## config.mk

```make
export PLATFORM = sky130hd
export DESIGN_NAME = serial_comparator
export DESIGN_NICKNAME = d
export VERILOG_FILES = /design/src/rtl/serial_comparator_pkg.sv /design/src/rtl/serial_comparator_compare_bit.sv /design/src/rtl/serial_comparator.sv
export SDC_FILE = /design/constraint.sdc
export NUM_CORES = 1
export LEC_CHECK = 0
export ABC_AREA = 1
export CAP_MARGIN = 10
export CORE_MARGIN = 5
export CORE_UTILIZATION = 52
export CTS_CLUSTER_SIZE = 20
export DETAILED_ROUTE_END_ITERATION = 8
export GPL_TIMING_DRIVEN = 0
export PLACE_DENSITY = 0.8
export SETUP_SLACK_MARGIN = 0.1
export SLEW_MARGIN = 20
export SYNTH_ARGS = -nofsm -noshare
export SYNTH_HDL_FRONTEND = slang
export SYNTH_SLANG_ARGS = --single-unit
```

## constraint.sdc

```tcl
create_clock -name clk -period 1.7 [get_ports clk]
set_input_delay 0.17 -clock clk [delete_from_list [all_inputs] [get_ports clk]]
set_output_delay 0.17 -clock clk [all_outputs]
set_load 0.01 [all_outputs]
```

## src/rtl/serial_comparator_pkg.sv

```systemverilog
// Shared types and constants for the bit-serial magnitude/equality comparator.
// Signed operation is selected at build time with SERIAL_COMPARATOR_SIGNED_EN.
package serial_comparator_pkg;

    localparam int DEFAULT_N = 32;

    typedef enum logic [1:0] {
        IDLE = 2'd0,
        RUN  = 2'd1,
        DONE = 2'd2
    } state_t;

    // One where both operand bits agree
    function automatic logic bit_match(input logic x, input logic y);
        return x ~^ y;
    endfunction

endpackage

```

## src/rtl/serial_comparator_compare_bit.sv

```systemverilog
// One step of the LSB-first compare recurrence; the MSB step flips the
// less-than sense when SERIAL_COMPARATOR_SIGNED_EN is defined.
module compare_bit
    import serial_comparator_pkg::*;
(
    input  logic a_i,
    input  logic b_i,
    input  logic eq_in,
    input  logic lt_in,
    input  logic msb,
    output logic eq_out,
    output logic lt_out
);

`ifdef SERIAL_COMPARATOR_SIGNED_EN
    localparam logic SIGNED_MODE = 1'b1;
`else
    localparam logic SIGNED_MODE = 1'b0;
`endif

    logic match_s;
    logic signed_msb_s;
    logic lt_here_s;

    // A differing higher bit decides the order; equal bits keep the lower verdict
    always_comb begin
        match_s      = bit_match(a_i, b_i);
        signed_msb_s = msb & SIGNED_MODE;
        if (signed_msb_s) begin
            lt_here_s = a_i & ~b_i;
        end else begin
            lt_here_s = ~a_i & b_i;
        end
        eq_out = eq_in & match_s;
        lt_out = lt_here_s | (match_s & lt_in);
    end

endmodule

```

## src/rtl/serial_comparator.sv

```systemverilog
// Bit-serial comparator: accepts a/b, walks N bits LSB first, reports equals
// and less_than with a valid/ready handshake. Signed mode: SERIAL_COMPARATOR_SIGNED_EN.
module serial_comparator
    import serial_comparator_pkg::*;
#(
    parameter int N = DEFAULT_N
)
(
    input  logic         clk,
    input  logic         rst,
    input  logic         i_valid,
    output logic         i_ready,
    input  logic [N-1:0] a,
    input  logic [N-1:0] b,
    output logic         o_valid,
    input  logic         o_ready,
    output logic         equals,
    output logic         less_than,
    output logic         busy
);

    localparam int               CNT_W    = (N > 1) ? $clog2(N) : 1;
    localparam logic [CNT_W-1:0] LAST_BIT = CNT_W'(N - 1);

    state_t           state_r;
    state_t           state_s;
    logic [N-1:0]     a_sh_r;
    logic [N-1:0]     b_sh_r;
    logic [CNT_W-1:0] cnt_r;
    logic             eq_acc_r;
    logic             lt_acc_r;
    logic             eq_r;
    logic             lt_r;
    logic             accept_s;
    logic             last_bit_s;
    logic             eq_bit_s;
    logic             lt_bit_s;

    assign accept_s   = (state_r == IDLE) & i_valid;
    assign last_bit_s = (cnt_r == LAST_BIT);

    compare_bit u_compare_bit (
        .a_i    (a_sh_r[0]),
        .b_i    (b_sh_r[0]),
        .eq_in  (eq_acc_r),
        .lt_in  (lt_acc_r),
        .msb    (last_bit_s),
        .eq_out (eq_bit_s),
        .lt_out (lt_bit_s)
    );

    // State register
    always_ff @(posedge clk or negedge rst) begin
        if (!rst) begin
            state_r <= IDLE;
        end else begin
            state_r <= state_s;
        end
    end

    // Next-state logic
    always_comb begin
        state_s = state_r;
        case (state_r)
            IDLE: begin
                if (accept_s) begin
                    state_s = RUN;
                end else begin
                    state_s = IDLE;
                end
            end
            RUN: begin
                if (last_bit_s) begin
                    state_s = DONE;
                end else begin
                    state_s = RUN;
                end
            end
            DONE: begin
                if (o_ready) begin
                    state_s = IDLE;
                end else begin
                    state_s = DONE;
                end
            end
            default: state_s = IDLE;
        endcase
    end

    // Handshake outputs decoded straight from the state register
    always_comb begin
        i_ready = 1'b0;
        busy    = 1'b0;
        o_valid = 1'b0;
        case (state_r)
            IDLE:    i_ready = 1'b1;
            RUN:     busy    = 1'b1;
            DONE:    o_valid = 1'b1;
            default: i_ready = 1'b0;
        endcase
    end

    // Operand shifters, bit counter, accumulators and the held result
    always_ff @(posedge clk or negedge rst) begin
        if (!rst) begin
            a_sh_r   <= {N{1'b0}};
            b_sh_r   <= {N{1'b0}};
            cnt_r    <= {CNT_W{1'b0}};
            eq_acc_r <= 1'b0;
            lt_acc_r <= 1'b0;
            eq_r     <= 1'b0;
            lt_r     <= 1'b0;
        end else begin
            case (state_r)
                IDLE: begin
                    if (accept_s) begin
                        a_sh_r   <= a;
                        b_sh_r   <= b;
                        cnt_r    <= {CNT_W{1'b0}};
                        eq_acc_r <= 1'b1;
                        lt_acc_r <= 1'b0;
                    end
                end
                RUN: begin
                    a_sh_r   <= {1'b0, a_sh_r[N-1:1]};
                    b_sh_r   <= {1'b0, b_sh_r[N-1:1]};
                    eq_acc_r <= eq_bit_s;
                    lt_acc_r <= lt_bit_s;
                    if (last_bit_s) begin
                        cnt_r <= {CNT_W{1'b0}};
                        eq_r  <= eq_bit_s;
                        lt_r  <= lt_bit_s;
                    end else begin
                        cnt_r <= cnt_r + CNT_W'(1);
                    end
                end
                default: begin
                    cnt_r <= cnt_r;
                end
            endcase
        end
    end

    assign equals    = eq_r;
    assign less_than = lt_r;

endmodule

```

==> flow_metrics.tcl, run 1 <==
set metrics [dict create \
    outcome "complete, no violations" \
    cpMostUsedCell "buf_6" \
    ant_nets 0 \
    seqPwrFrac_pct 36.3 \
    synthCells 538 \
    seq_area_frac_synth_pct 49.6 \
    cpPeakStageDelay_ns 0.42 \
    nets 697 \
    ir_worst_vdd_v 0.000808 \
    min_path_type "in2async" \
    via_per_inst 5.01 \
    top_layer "met4" \
    path_max_fanout 10 \
    skew_ns 0.00732 \
    yosys.area.top_type "dfrtp_1" \
    numCtsBuffers 9 \
    die-area_mm2 0.00908 \
    first_pass_iters 4 \
    drive_above_1_share_pct 9.03 \
    final_hold_viol_count 0 \
    cts_tree "done" \
    drt-total-wl_um 9380 \
    drt-met1-wl_um 4240 \
    diodes 0 \
    ys_ff_latch 75 \
    cts_sinks 75 \
    fp-row-count 31 \
    route.met2.wl_um 4520 \
    start_util_pct 52.7 \
    start_kind "flip-flop" \
    clk_pin_slew_worst_paths_ns 0.08 \
    multiInputGateArea_mm2 0.00174 \
    hpwlAfterDp_um 6490 \
    power_frac_comb_pct 45.0 \
    powerDensity_mw_per_mm2 1660 \
    final_common_cell "nand2_1" \
    cp-end-kind "output port" \
    final_cell_mix "nand2_1, dfrtp_1, clkdlybuf4s50_1" \
    cap_violations 0 \
    grt_max_degree 48 \
    htreeDepth 3 \
    arrival_ns 1.36 \
    dr_total_vias 3658 \
    p_clk_share_pct 18.7 \
    yosysWarnings 0 \
    period_share_pct 90.0 \
    synth_area_leaders "dfrtp_1, nand2_1, nand3_1, buf_2, clkbuf_1" \
    cts_buffer_depth 2 \
    overflow 0 \
    synth_cell_types 17 \
    period_needed_ns 1.53 \
    critPathKind "reg2out" \
    p_int_mw 4.88 \
    grt_pass1_wl_um 16000 \
    rsz0062_at_grt "no" \
    avgSynthCellArea_um2 7.03 \
    die_x_um 95.3 \
    power.net_switching_mw 3.36 \
    finalMaxSlewViolations 0 \
    globalplace.congestion 0.819 \
    tightestPinTransition_ns 0.500 \
    n_fill_cell 588 \
    io_buffers 72 \
    max_slew_margin_pct 66.6 \
    worst-path-buf-inv 4 \
    clock_latency_ns 0.35 \
    syn_nets 609 \
    grt_antenna_before_repair 0 \
    fmax_mhz 653 \
    fp.dieH_um 95.3 \
    final_util_pct 69.0 \
    path_cells "inv_2, buf_6, buf_6, nor2_1, buf_2" \
    setup_viol 0 \
    drc_errors 0 \
    grt_pass1_vias 3577 \
    swShare_pct 40.8 \
    track_usage_pct 22.8 \
    dr.first_iter.drc_count 246 \
    required_ns 1.53 \
    total_power_mw 8.24 \
    wire_per_inst_um 12.8 \
    hold_ws_ns 0.293 \
    p_leak_nw 2.70 \
    crit_path_top_delay_cell "dfrtp_1" \
    root_buffer "clkbuf_8" \
    ios 73 \
    synth_top_cell_area_share_pct 49.6 \
    syn_to_final_growth_pct 30.9 \
    synth_area_mm2 0.00378 \
    seq_area_mm2 0.00188 \
    crit_family "buffers and inverters" \
    core_area_mm2 0.00718 \
    wl_met3_um 478 \
]
-- cells by family after synthesis --
kind of cell	synth area share [%]
flip-flops	49.6
AND/OR/NAND/NOR	43.0
adder cells (fa/ha/maj)	0.993
AO/OA/AOI/OAI	1.22
buffers and inverters	4.90
XOR/XNOR	0.232
-- synth_stat cells, drive strengths merged --
cell type,instances
a21oi,1
nand2,338
xnor2,1
nand4,1
buf,23
dfrtp,75
clkbuf,11
o21ai,6
inv,7
o31ai,1
nor2,5
ha,3
nand3,66
-- sequential cells by signal (all words and copies together) (netlist names) --
name / flops
state_r: 2
b_sh_r: 32
equals: 1
lt_acc_r: 1
a_sh_r: 32
eq_acc_r: 1
cnt_r: 5
less_than: 1
-- worst paths after layout --
path | start | end | slack [ns] | cells past startpoint
min | rst | b_sh_r[25]$_DFFE_PN0P_ | 0.29 | 2
max in group asynchronous | rst | a_sh_r[0]$_DFFE_PN0P_ | 0.83 | 3
min in group clk | b[31] | b_sh_r[31]$_DFFE_PN0P_ | 0.37 | 3
min reg2reg | a_sh_r[15]$_DFFE_PN0P_ | a_sh_r[15]$_DFFE_PN0P_ | 0.48 | 2
max reg2reg | state_r[0]$_DFF_PN0_ | a_sh_r[11]$_DFFE_PN0P_ | 0.20 | 6
max | state_r[1]$_DFF_PN0_ | o_valid | 0.17 | 5
-- metrics by stage --
| stage | TNS [ns] | setup WS [ns] | area [um^2] | cells |
|---|---|---|---|---|
| after floorplan | 0 | 0.461 | 3780 | 538 |
| after global placement | -166.53 | -2.20 | 4630 | 709 |
| after detailed placement | -3.22 | -0.0963 | 4650 | 710 |
| after CTS | 0 | 0.0268 | 4920 | 729 |
| after global routing | 0 | 0.0960 | 4950 | 730 |
| final | 0 | 0.170 | 4950 | 730 |
-- timing repair --
item,4_1_cts,5_1_grt
setup endpoints to repair,3,62
hold buffers,1,0
gates resized for setup,13,19
buffers inserted,2,1
hold endpoints to repair,28,0
-- power by group through the flow --
stage / Combinational [mW] / Sequential [mW] / Clock, mW
floorplan: 2.64 / 2.92 / 0
global placement: 3.45 / 2.98 / 0
detailed placement: 3.61 / 3.01 / 0
CTS: 3.68 / 2.98 / 1.57
global route: 4.31 / 3.08 / 1.66
finish: 3.71 / 2.99 / 1.55
-- metal layers --
layer | track usage (%) | vias to the layer above
met5 | 0 | -
met4 | 9.13 | 0
met3 | 4.74 | 11
met2 | 36.9 | 102
met1 | 29.8 | 1705
li1 | - | 1840
-- layout make-up --
cell class / instances / area share [%]
flip-flops and latches: 75 / 37.9
clock buffers: 10 / 2.78
inverters: 7 / 0.531
well taps: 99 / 2.50
repair buffers: 77 / 15.6
clock inverters: 6 / 1.77
plain buffers: 34 / 3.82
multi-input cells: 422 / 35.1
No activity file was read; power rests on OpenSTA's default activity.
==> run 2: changes to the inputs <==
--- a/config.mk
+++ b/config.mk
@@ -6,6 +6,7 @@
 export NUM_CORES = 1
 export LEC_CHECK = 0
 export ABC_AREA = 1
+export ABC_CLOCK_PERIOD_IN_PS = 1700
 export CAP_MARGIN = 10
 export CORE_MARGIN = 5
 export CORE_UTILIZATION = 52
==> results of run 2 <==
No change in the layout: final DEF, timing and power equal those of run 1.
